[src/rtl/alu_ctrl_seq_if.sv]
// Handshake bundle between the instruction decoder, alu_ctrl_seq and the ALU stage.
//   instr_valid_i / instr_ready_o : decoded-instruction handshake (opcode_i, funct_i)
//   ctrl_valid_o  / ctrl_ready_i  : control-word handshake (alu_ctrl_o, bonus_ctrl_o, illegal_o)
//   busy_o                        : multiplier occupancy stall in progress
// Member names carry the direction suffix as seen from the control unit.
// modport slave  : the control unit itself
// modport master : the surrounding decoder/ALU (or a testbench)
interface alu_ctrl_seq_if;
  logic       instr_valid_i;
  logic       instr_ready_o;
  logic [5:0] opcode_i;
  logic [5:0] funct_i;
  logic       ctrl_valid_o;
  logic       ctrl_ready_i;
  logic [3:0] alu_ctrl_o;
  logic [2:0] bonus_ctrl_o;
  logic       illegal_o;
  logic       busy_o;

  modport slave (
    input  instr_valid_i, opcode_i, funct_i, ctrl_ready_i,
    output instr_ready_o, ctrl_valid_o, alu_ctrl_o, bonus_ctrl_o, illegal_o, busy_o
  );

  modport master (
    output instr_valid_i, opcode_i, funct_i, ctrl_ready_i,
    input  instr_ready_o, ctrl_valid_o, alu_ctrl_o, bonus_ctrl_o, illegal_o, busy_o
  );
endinterface

[src/rtl/alu_ctrl_seq.sv]
// Sequential ALU control unit. Translates opcode/funct into the ALU's 4-bit control code and
// 3-bit bonus (compare) code, presents them from a registered output stage and stalls after a
// consumed multiply for MUL_LAT-1 cycles.
// Ports:
//   clk_i   : clock, rising edge
//   rst_i   : asynchronous active-high reset
//   bus_io  : alu_ctrl_seq_if.slave (instruction in, control word out, busy)
// Parameters:
//   MUL_LAT : multiplier occupancy in cycles, 1..15
// Build option:
//   ALU_CTRL_BONUS_EN : decode R-type funct 0x2C..0x2F as CMP with sgt/sle/sge/ge(src2-1)
module alu_ctrl_seq #(
  parameter int unsigned MUL_LAT = 4
) (
  input  logic          clk_i,
  input  logic          rst_i,
  alu_ctrl_seq_if.slave bus_io
);

  localparam logic [3:0] AluAnd = 4'd0;
  localparam logic [3:0] AluOr  = 4'd1;
  localparam logic [3:0] AluAdd = 4'd2;
  localparam logic [3:0] AluSub = 4'd6;
  localparam logic [3:0] AluCmp = 4'd7;
  localparam logic [3:0] AluMul = 4'd8;
  localparam logic [3:0] AluNor = 4'd12;

  localparam bit         MulStalls = (MUL_LAT > 1);
  localparam logic [3:0] MulCnt    = 4'(MUL_LAT - 1);

  typedef enum logic [1:0] {StIdle, StHold, StMulWait} state_e;

  state_e     state_q, state_d;
  logic [3:0] cnt_q, cnt_d;
  logic [3:0] alu_q, alu_d;
  logic [2:0] bonus_q, bonus_d;
  logic       illegal_q, illegal_d;

  logic [3:0] dec_alu;
  logic [2:0] dec_bonus;
  logic       dec_illegal;
  logic       consume, held_mul, instr_ready, accept;

  // Instruction decode
  always_comb begin
    dec_alu     = AluAnd;
    dec_bonus   = 3'b000;
    dec_illegal = 1'b0;
    if (bus_io.opcode_i == 6'h00) begin
      case (bus_io.funct_i)
        6'h20: dec_alu = AluAdd;
        6'h22: dec_alu = AluSub;
        6'h24: dec_alu = AluAnd;
        6'h25: dec_alu = AluOr;
        6'h27: dec_alu = AluNor;
        6'h2A: dec_alu = AluCmp;
        6'h18: dec_alu = AluMul;
`ifdef ALU_CTRL_BONUS_EN
        6'h2C: begin dec_alu = AluCmp; dec_bonus = 3'b001; end
        6'h2D: begin dec_alu = AluCmp; dec_bonus = 3'b010; end
        6'h2E: begin dec_alu = AluCmp; dec_bonus = 3'b011; end
        6'h2F: begin dec_alu = AluCmp; dec_bonus = 3'b101; end
`else
        // 0x2C..0x2F fall through to illegal in the base build
`endif
        default: dec_illegal = 1'b1;
      endcase
    end else begin
      case (bus_io.opcode_i)
        6'h08, 6'h23, 6'h2B: dec_alu = AluAdd;
        6'h0C: dec_alu = AluAnd;
        6'h0D: dec_alu = AluOr;
        6'h0A: dec_alu = AluCmp;
        6'h04: begin dec_alu = AluCmp; dec_bonus = 3'b110; end
        6'h05: begin dec_alu = AluCmp; dec_bonus = 3'b100; end
        default: dec_illegal = 1'b1;
      endcase
    end
  end

  // Handshake. A consumed MUL never allows a same-cycle reload; the stall must run first.
  always_comb begin
    consume     = (state_q == StHold) && bus_io.ctrl_ready_i;
    held_mul    = (alu_q == AluMul);
    instr_ready = !rst_i &&
                  ((state_q == StIdle) || (consume && !(held_mul && MulStalls)));
    accept      = bus_io.instr_valid_i && instr_ready;
  end

  // Next state
  always_comb begin
    state_d   = state_q;
    cnt_d     = cnt_q;
    alu_d     = alu_q;
    bonus_d   = bonus_q;
    illegal_d = illegal_q;
    if (accept) begin
      alu_d     = dec_alu;
      bonus_d   = dec_bonus;
      illegal_d = dec_illegal;
    end
    unique case (state_q)
      StIdle: begin
        if (accept) state_d = StHold;
      end
      StHold: begin
        if (consume) begin
          if (held_mul && MulStalls) begin
            state_d = StMulWait;
            cnt_d   = MulCnt;
          end else if (!accept) begin
            state_d = StIdle;
          end
        end
      end
      StMulWait: begin
        if (cnt_q <= 4'd1) begin
          state_d = StIdle;
          cnt_d   = 4'd0;
        end else begin
          cnt_d = cnt_q - 4'd1;
        end
      end
      default: state_d = StIdle;
    endcase
  end

  always_ff @(posedge clk_i or posedge rst_i) begin
    if (rst_i) begin
      state_q   <= StIdle;
      cnt_q     <= 4'd0;
      alu_q     <= 4'd0;
      bonus_q   <= 3'd0;
      illegal_q <= 1'b0;
    end else begin
      state_q   <= state_d;
      cnt_q     <= cnt_d;
      alu_q     <= alu_d;
      bonus_q   <= bonus_d;
      illegal_q <= illegal_d;
    end
  end

  assign bus_io.instr_ready_o = instr_ready;
  assign bus_io.ctrl_valid_o  = (state_q == StHold);
  assign bus_io.busy_o        = (state_q == StMulWait);
  assign bus_io.alu_ctrl_o    = alu_q;
  assign bus_io.bonus_ctrl_o  = bonus_q;
  assign bus_io.illegal_o     = illegal_q;

endmodule

[src/flat_wrapper.sv]
// flat-port wrapper written by rule: the top's interface ports become plain ports
module alu_ctrl_seq_flat 
#(
  parameter int unsigned MUL_LAT = 4
)
  (clk_i, rst_i, bus_io_instr_valid_i, bus_io_opcode_i, bus_io_funct_i, bus_io_ctrl_ready_i, bus_io_instr_ready_o, bus_io_ctrl_valid_o, bus_io_alu_ctrl_o, bus_io_bonus_ctrl_o, bus_io_illegal_o, bus_io_busy_o);
  alu_ctrl_seq_if bus_io_i ();
  input  logic clk_i;
  input  logic rst_i;
  input wire logic [$bits(bus_io_i.instr_valid_i)-1:0] bus_io_instr_valid_i;
  input wire logic [$bits(bus_io_i.opcode_i)-1:0] bus_io_opcode_i;
  input wire logic [$bits(bus_io_i.funct_i)-1:0] bus_io_funct_i;
  input wire logic [$bits(bus_io_i.ctrl_ready_i)-1:0] bus_io_ctrl_ready_i;
  output wire logic [$bits(bus_io_i.instr_ready_o)-1:0] bus_io_instr_ready_o;
  output wire logic [$bits(bus_io_i.ctrl_valid_o)-1:0] bus_io_ctrl_valid_o;
  output wire logic [$bits(bus_io_i.alu_ctrl_o)-1:0] bus_io_alu_ctrl_o;
  output wire logic [$bits(bus_io_i.bonus_ctrl_o)-1:0] bus_io_bonus_ctrl_o;
  output wire logic [$bits(bus_io_i.illegal_o)-1:0] bus_io_illegal_o;
  output wire logic [$bits(bus_io_i.busy_o)-1:0] bus_io_busy_o;
  assign bus_io_i.instr_valid_i = bus_io_instr_valid_i;
  assign bus_io_i.opcode_i = bus_io_opcode_i;
  assign bus_io_i.funct_i = bus_io_funct_i;
  assign bus_io_i.ctrl_ready_i = bus_io_ctrl_ready_i;
  assign bus_io_instr_ready_o = bus_io_i.instr_ready_o;
  assign bus_io_ctrl_valid_o = bus_io_i.ctrl_valid_o;
  assign bus_io_alu_ctrl_o = bus_io_i.alu_ctrl_o;
  assign bus_io_bonus_ctrl_o = bus_io_i.bonus_ctrl_o;
  assign bus_io_illegal_o = bus_io_i.illegal_o;
  assign bus_io_busy_o = bus_io_i.busy_o;
  alu_ctrl_seq #(.MUL_LAT(MUL_LAT)) u_core (.clk_i(clk_i), .rst_i(rst_i), .bus_io(bus_io_i));
endmodule
[config.mk]
export PLATFORM = sky130hd
export DESIGN_NAME = alu_ctrl_seq_flat
export DESIGN_NICKNAME = d
export VERILOG_FILES = /design/src/rtl/alu_ctrl_seq_if.sv /design/src/rtl/alu_ctrl_seq.sv /design/src/flat_wrapper.sv
export SDC_FILE = /design/constraint.sdc
export NUM_CORES = 1
export LEC_CHECK = 0
export BUFFER_PORTS_ARGS = -buffer_cell sky130_fd_sc_hd__buf_4
export CAP_MARGIN = 20
export CORE_MARGIN = 2
export CORE_UTILIZATION = 50
export DETAILED_ROUTE_END_ITERATION = 10
export HOLD_SLACK_MARGIN = 0.1
export PLACE_DENSITY = 0.84
export SLEW_MARGIN = 40
export SYNTH_ARGS = -nofsm -noshare
export SYNTH_HDL_FRONTEND = slang
export SYNTH_SLANG_ARGS = --single-unit
[constraint.sdc]
create_clock -name clk_i -period 2.25 [get_ports clk_i]
set_input_delay 0.45 -clock clk_i [delete_from_list [all_inputs] [get_ports clk_i]]
set_output_delay 0.45 -clock clk_i [all_outputs]
set_load 0.05 [all_outputs]
# Word-level counts from Yosys, hierarchy flattened
# Cells that the tools add are included.
[totals] regBits=14 input_bits=16 out_inout_bits=11 elab_cells=64
[op_classes] addsub=1 order_cmp=1 eq_ne=23 mux=18 reduce_logical=16
[ops] cell="$eq 6x6->1 const B" count=8
[ops] cell="$eq 6x4->1 const B" count=4
[ops] cell="$pmux 4 s6" count=1
[ops] cell="$mux 4" count=4
[ops] cell="$eq 6x3->1 const B" count=2
[ops] cell="$mux 2" count=5
[ops] cell="$pmux 3 s3" count=1
[ops] cell="$ne 2x1->1 const B" count=4
[ops] cell="$pmux 4 s2" count=1
[ops] cell="$reduce_or 8->1" count=1
[ops] cell="$reduce_or 7->1" count=1
[ops] cell="$eq 6x5->1 const B" count=1
[ops] cell="$logic_not 6->1" count=1
[ops] cell="$pmux 2 s3" count=1
[ops] cell="$pmux 3 s2" count=1
[ops] cell="$reduce_or 3->1" count=2
[ops] cell="$eq 4x4->1 const B" count=1
[ops] cell="$le 4x1->1 const B" count=1
[ops] cell="$logic_and 1x1->1" count=4
[ops] cell="$reduce_and 4->1" count=1
[ops] cell="$sub 4x1->4 const B" count=1
[ops] cell="$mux 1" count=3
[ops] cell="$mux 3" count=1
[ops] cell="$ne 3x2->1 const B" count=1
[ops] cell="other kinds (7)" count=8

# Longest topological paths before layout
[depth] word_depth=10 ltp_mapped=7

# Worst setup path after synthesis
# Ideal clock, no wire load.
[synth_timing] path_type="flip-flop to output port" from="register u_core.state_q[1]" to="output port bus_io_instr_ready_o" t_arrival_ns=1.932 slack_ns=-0.132 stages_incl_launch_ff=5 path_cell_list="dfrtp_1 -> inv_1 -> ha_1 -> a31oi_1 -> nor2_1"
[synth_via] elab_chain_cells=5 elab_cells_between_ends=6
[synth_lines] item="from (decl)" line="alu_ctrl_seq.sv:33" text="state_e state_q, state_d;"
[synth_lines] item="from (signal assigned)" line="alu_ctrl_seq.sv:130" text="state_q <= StIdle;"
[synth_lines] item="from (signal assigned)" line="alu_ctrl_seq.sv:136" text="state_q <= state_d;"
[synth_lines] item="$eq 2x1->1"
[synth_lines] item="via bus_io_ctrl_valid_o" line="flat_wrapper.sv:15" text="output wire logic [$bits(bus_io_i.ctrl_valid_o)-1:0] bus_io_ctrl_valid_o;"
[synth_lines] item="$logic_and 1x1->1" line="alu_ctrl_seq.sv:83" text="consume = (state_q == StHold) && bus_io.ctrl_ready_i;"
[synth_lines] item="$logic_and 1x1->1" line="alu_ctrl_seq.sv:86" text="((state_q == StIdle) || (consume && !(held_mul && MulStalls)));"
[synth_lines] item="$logic_or 1x1->1" line="alu_ctrl_seq.sv:86"
[synth_lines] item="$logic_and 1x1->1" line="alu_ctrl_seq.sv:85" text="instr_ready = !rst_i &&"
[synth_lines] item="to (decl)" line="flat_wrapper.sv:14" text="output wire logic [$bits(bus_io_i.instr_ready_o)-1:0] bus_io_instr_ready_o;"
# The timed path passes the listed nets, and every way through them passes these cells.

# Final worst setup path
[layout_timing] from="register u_core.alu_q[0], in the netlist u_core.bus_io.alu_ctrl_o[0]" to="output port bus_io_instr_ready_o"
[layout_via] elab_chain_cells=5
[layout_lines] item="from (decl)" line="alu_ctrl_seq.sv:35" text="logic [3:0] alu_q, alu_d;"
[layout_lines] item="from (signal assigned)" line="alu_ctrl_seq.sv:138" text="alu_q <= alu_d;"
[layout_lines] item="$eq 4x4->1" line="alu_ctrl_seq.sv:84" text="held_mul = (alu_q == AluMul);"
[layout_lines] item="$logic_not 1->1" line="alu_ctrl_seq.sv:86"
[layout_lines] item="$logic_and 1x1->1" line="alu_ctrl_seq.sv:86"
[layout_lines] item="$logic_or 1x1->1" line="alu_ctrl_seq.sv:86"
[layout_lines] item="$logic_and 1x1->1" line="alu_ctrl_seq.sv:85"
# Every way passes these cells.

==> flow_metrics.tcl <==
set metrics [dict create \
    layout.nets 164 \
    clk_latency_ps 280 \
    pre_cts_slack_ps 308 \
    worstPathRequired_ps 1800 \
    power_density_nw_per_um2 701 \
    firstDrtPassIters 6 \
    r2r_slack_ps 380 \
    final_area_um2 1300 \
    drive_gt1_frac 0.305 \
    yosys_warnings 0 \
    slew_violations 0 \
    synth_top_family_by_area "compound AO/OA/AOI/OAI gates" \
    multi_input_area_um2 672 \
    cts-buffers-inserted 3 \
    worst-path-max-fanout 3 \
    synth_edf_count 0 \
    ys_seq_area_frac 0.313 \
    setup_viol 0 \
    crit_type "register to primary output" \
    wl_mm 2.45 \
    yosys.area_share.simple 0.237 \
    gp_congestion 0.873 \
    initial_utilization 0.530 \
    grt_pass1_vias 951 \
    period_share 0.987 \
    place_area_um2 1250 \
    synth_seq_cells 13 \
    reg2reg_depth 6 \
    grt_use_total 0.216 \
    fillers 166 \
    final_common_cell "buf_4" \
    setup_tns_ps 0 \
    synth_area_per_cell_um2 9.28 \
    num_rows 16 \
    synth_cell_types 44 \
    status "finished, final reports clean" \
    swShare 0.439 \
    maxCapViolCount 0 \
    synthesis.area_um2 1040 \
    grt_max_degree 14 \
    ys.flop_type "dfrtp_1" \
    period_needed_ps 2220 \
    htree_levels 1 \
    antenna_found_initial 0 \
    muxShareOfSynthArea 0.0602 \
    critPathSlowestCell "or4b_4" \
    reg2reg_from "u_core.state_q[1]" \
    synth_xor_area_frac 0 \
    ant_nets 0 \
    peakVddDrop_v 0.000345 \
    finalClockSkew_ps 8.04 \
    drc_errors 0 \
    p_seq_frac 0.308 \
    viasPerCell 5.75 \
    synth_fa_ha_area_frac 0.0722 \
    clk_path_buf_depth 2 \
    layout_common_cells "buf_4, dfrtp_1, inv_1" \
    wl_per_cell_um 14.6 \
    io_pins 27 \
    fp.dieH_um 49.6 \
    seq_area_um2 325 \
    synth_cells 112 \
    rsz0062_at_grt "no" \
    dpl.hpwl_mm 1.82 \
    coreArea_um2 1960 \
    clock_sinks 13 \
    crit_arrival_ps 1770 \
    setup_ws_ps 29.6 \
    portBuffers 25 \
    cp-start-kind "register" \
    pwr-share-comb 0.529 \
    root_buffer "clkbuf_4" \
    clock.fmax_mhz 450 \
    vias 966 \
    tritoncts "built" \
    die_w_um 49.6 \
    crit_chain "or4b_4, a31oi_4, nor2_2, buf_4" \
    clockPowerShare 0.163 \
    die_area_um2 2460 \
    crit_path_max_incr_delay_ps 600 \
    globalRouteOverflowTotal 0 \
    endpoint_kind "primary output" \
    leakage_nw 0.588 \
    holdBufCountCts 0 \
    synth_nets 134 \
    r2r_end "u_core.bus_io.alu_ctrl_o[3]" \
    hold_violations 0 \
    internal-power_w 0.000511 \
    clk_pin_slew_ps 90 \
    min_path_type "input pin to asynchronous set/reset pin" \
    p_switching_w 0.000401 \
    first_iter_violations 18 \
    async_flop_share 1.00 \
    synth_compound_area_frac 0.256 \
    grt_pass1_wl_mm 4.19 \
    area_growth_pct 25.2 \
    antenna_cells 0 \
]
-- routing by layer --
metal / wire (um) / global-route usage / vias up
met2: 1210 / 0.380 / 30
met3: 100 / 0.0273 / 4
li1: - / - / 473
met4: 28 / 0.0556 / 0
met5: 0 / 0 / -
met1: 1110 / 0.278 / 459
-- power by group through the flow --
| stage | Clock (W) | Combinational [W] | Sequential [W] |
|---|---|---|---|
| after floorplan | 0 | 0.000288 | 0.000336 |
| after global placement | 0 | 0.000441 | 0.000282 |
| after detailed placement | 0 | 0.000454 | 0.000286 |
| after CTS | 0.000148 | 0.000462 | 0.000282 |
| after global routing | 0.000159 | 0.000514 | 0.000283 |
| final | 0.000148 | 0.000483 | 0.000281 |
-- cells in the mapped netlist (2+ instances only) --
cell	instances	area share
inv_1	11	0.040
nor2_1	6	0.022
a31oi_1	2	0.012
nor3b_1	2	0.014
nand2_1	7	0.025
nand3_1	5	0.024
o21bai_1	2	0.014
nor4b_1	2	0.017
ha_1	6	0.072
mux2_2	2	0.022
dfrtp_1	13	0.31
nand2b_1	5	0.030
a21oi_1	4	0.019
a22o_1	3	0.025
and3b_1	2	0.017
o21ai_0	6	0.029
nor3_1	4	0.019
nor2b_1	3	0.018
mux2_4	2	0.029
-- stage by stage --
stage | hold WS (ps) | utilization | cells | power, W
CTS | 275 | 0.655 | 167 | 0.000891
floorplan | 356 | - | 112 | 0.000623
global placement | 489 | 0.638 | 163 | 0.000723
detailed placement | 485 | 0.638 | 163 | 0.000740
global route | 308 | 0.663 | 168 | 0.000955
finish | 269 | 0.663 | 168 | 0.000912
-- repair_timing --
item                       CTS  global route
setup endpoints to repair    1             1
buffers inserted             0             1
pin swaps                    0             1
resized for setup            1             1
-- final cells by class --
type                            instances  area share
Multi-Input combinational cell         86       0.516
Sequential cell                        13       0.250
Inverter                               11      0.0317
Timing Repair Buffer                   27       0.156
Tap cell                               27      0.0260
Clock buffer                            4      0.0202
-- state kept, by name (all words and copies together), names as in the netlist --
signal,count
u_core.bus_io.illegal_o,1
u_core.bus_io.alu_ctrl_o,4
u_core.bus_io.bonus_ctrl_o,2
u_core.state_q,2
u_core.cnt_q,4
-- critical path, delay by kind of cell (launching register included) --
family          cells  cell delay [ps]
buf+inv             1              180
compound gates      1              230
flops               1              410
simple gates        2              650
-- how the worst max path moves through the flow --
stage                                startpoint  slack, ps                    to
floorplan                     u_core.state_q[1]         70  bus_io_instr_ready_o
global placement    u_core.bus_io.alu_ctrl_o[1]        350  bus_io_instr_ready_o
detailed placement  u_core.bus_io.alu_ctrl_o[0]        310  bus_io_instr_ready_o
CTS                 u_core.bus_io.alu_ctrl_o[0]         20  bus_io_instr_ready_o
global route        u_core.bus_io.alu_ctrl_o[0]        0.3  bus_io_instr_ready_o
finish              u_core.bus_io.alu_ctrl_o[0]         30  bus_io_instr_ready_o
-- cell families after synthesis --
kind of cell,after synthesis
simple gates,42
compound gates,32
buf+inv,13
flops,13
fa+ha+maj,6
mux,5
other cells,1
No activity file was read; power rests on OpenSTA's default activity.
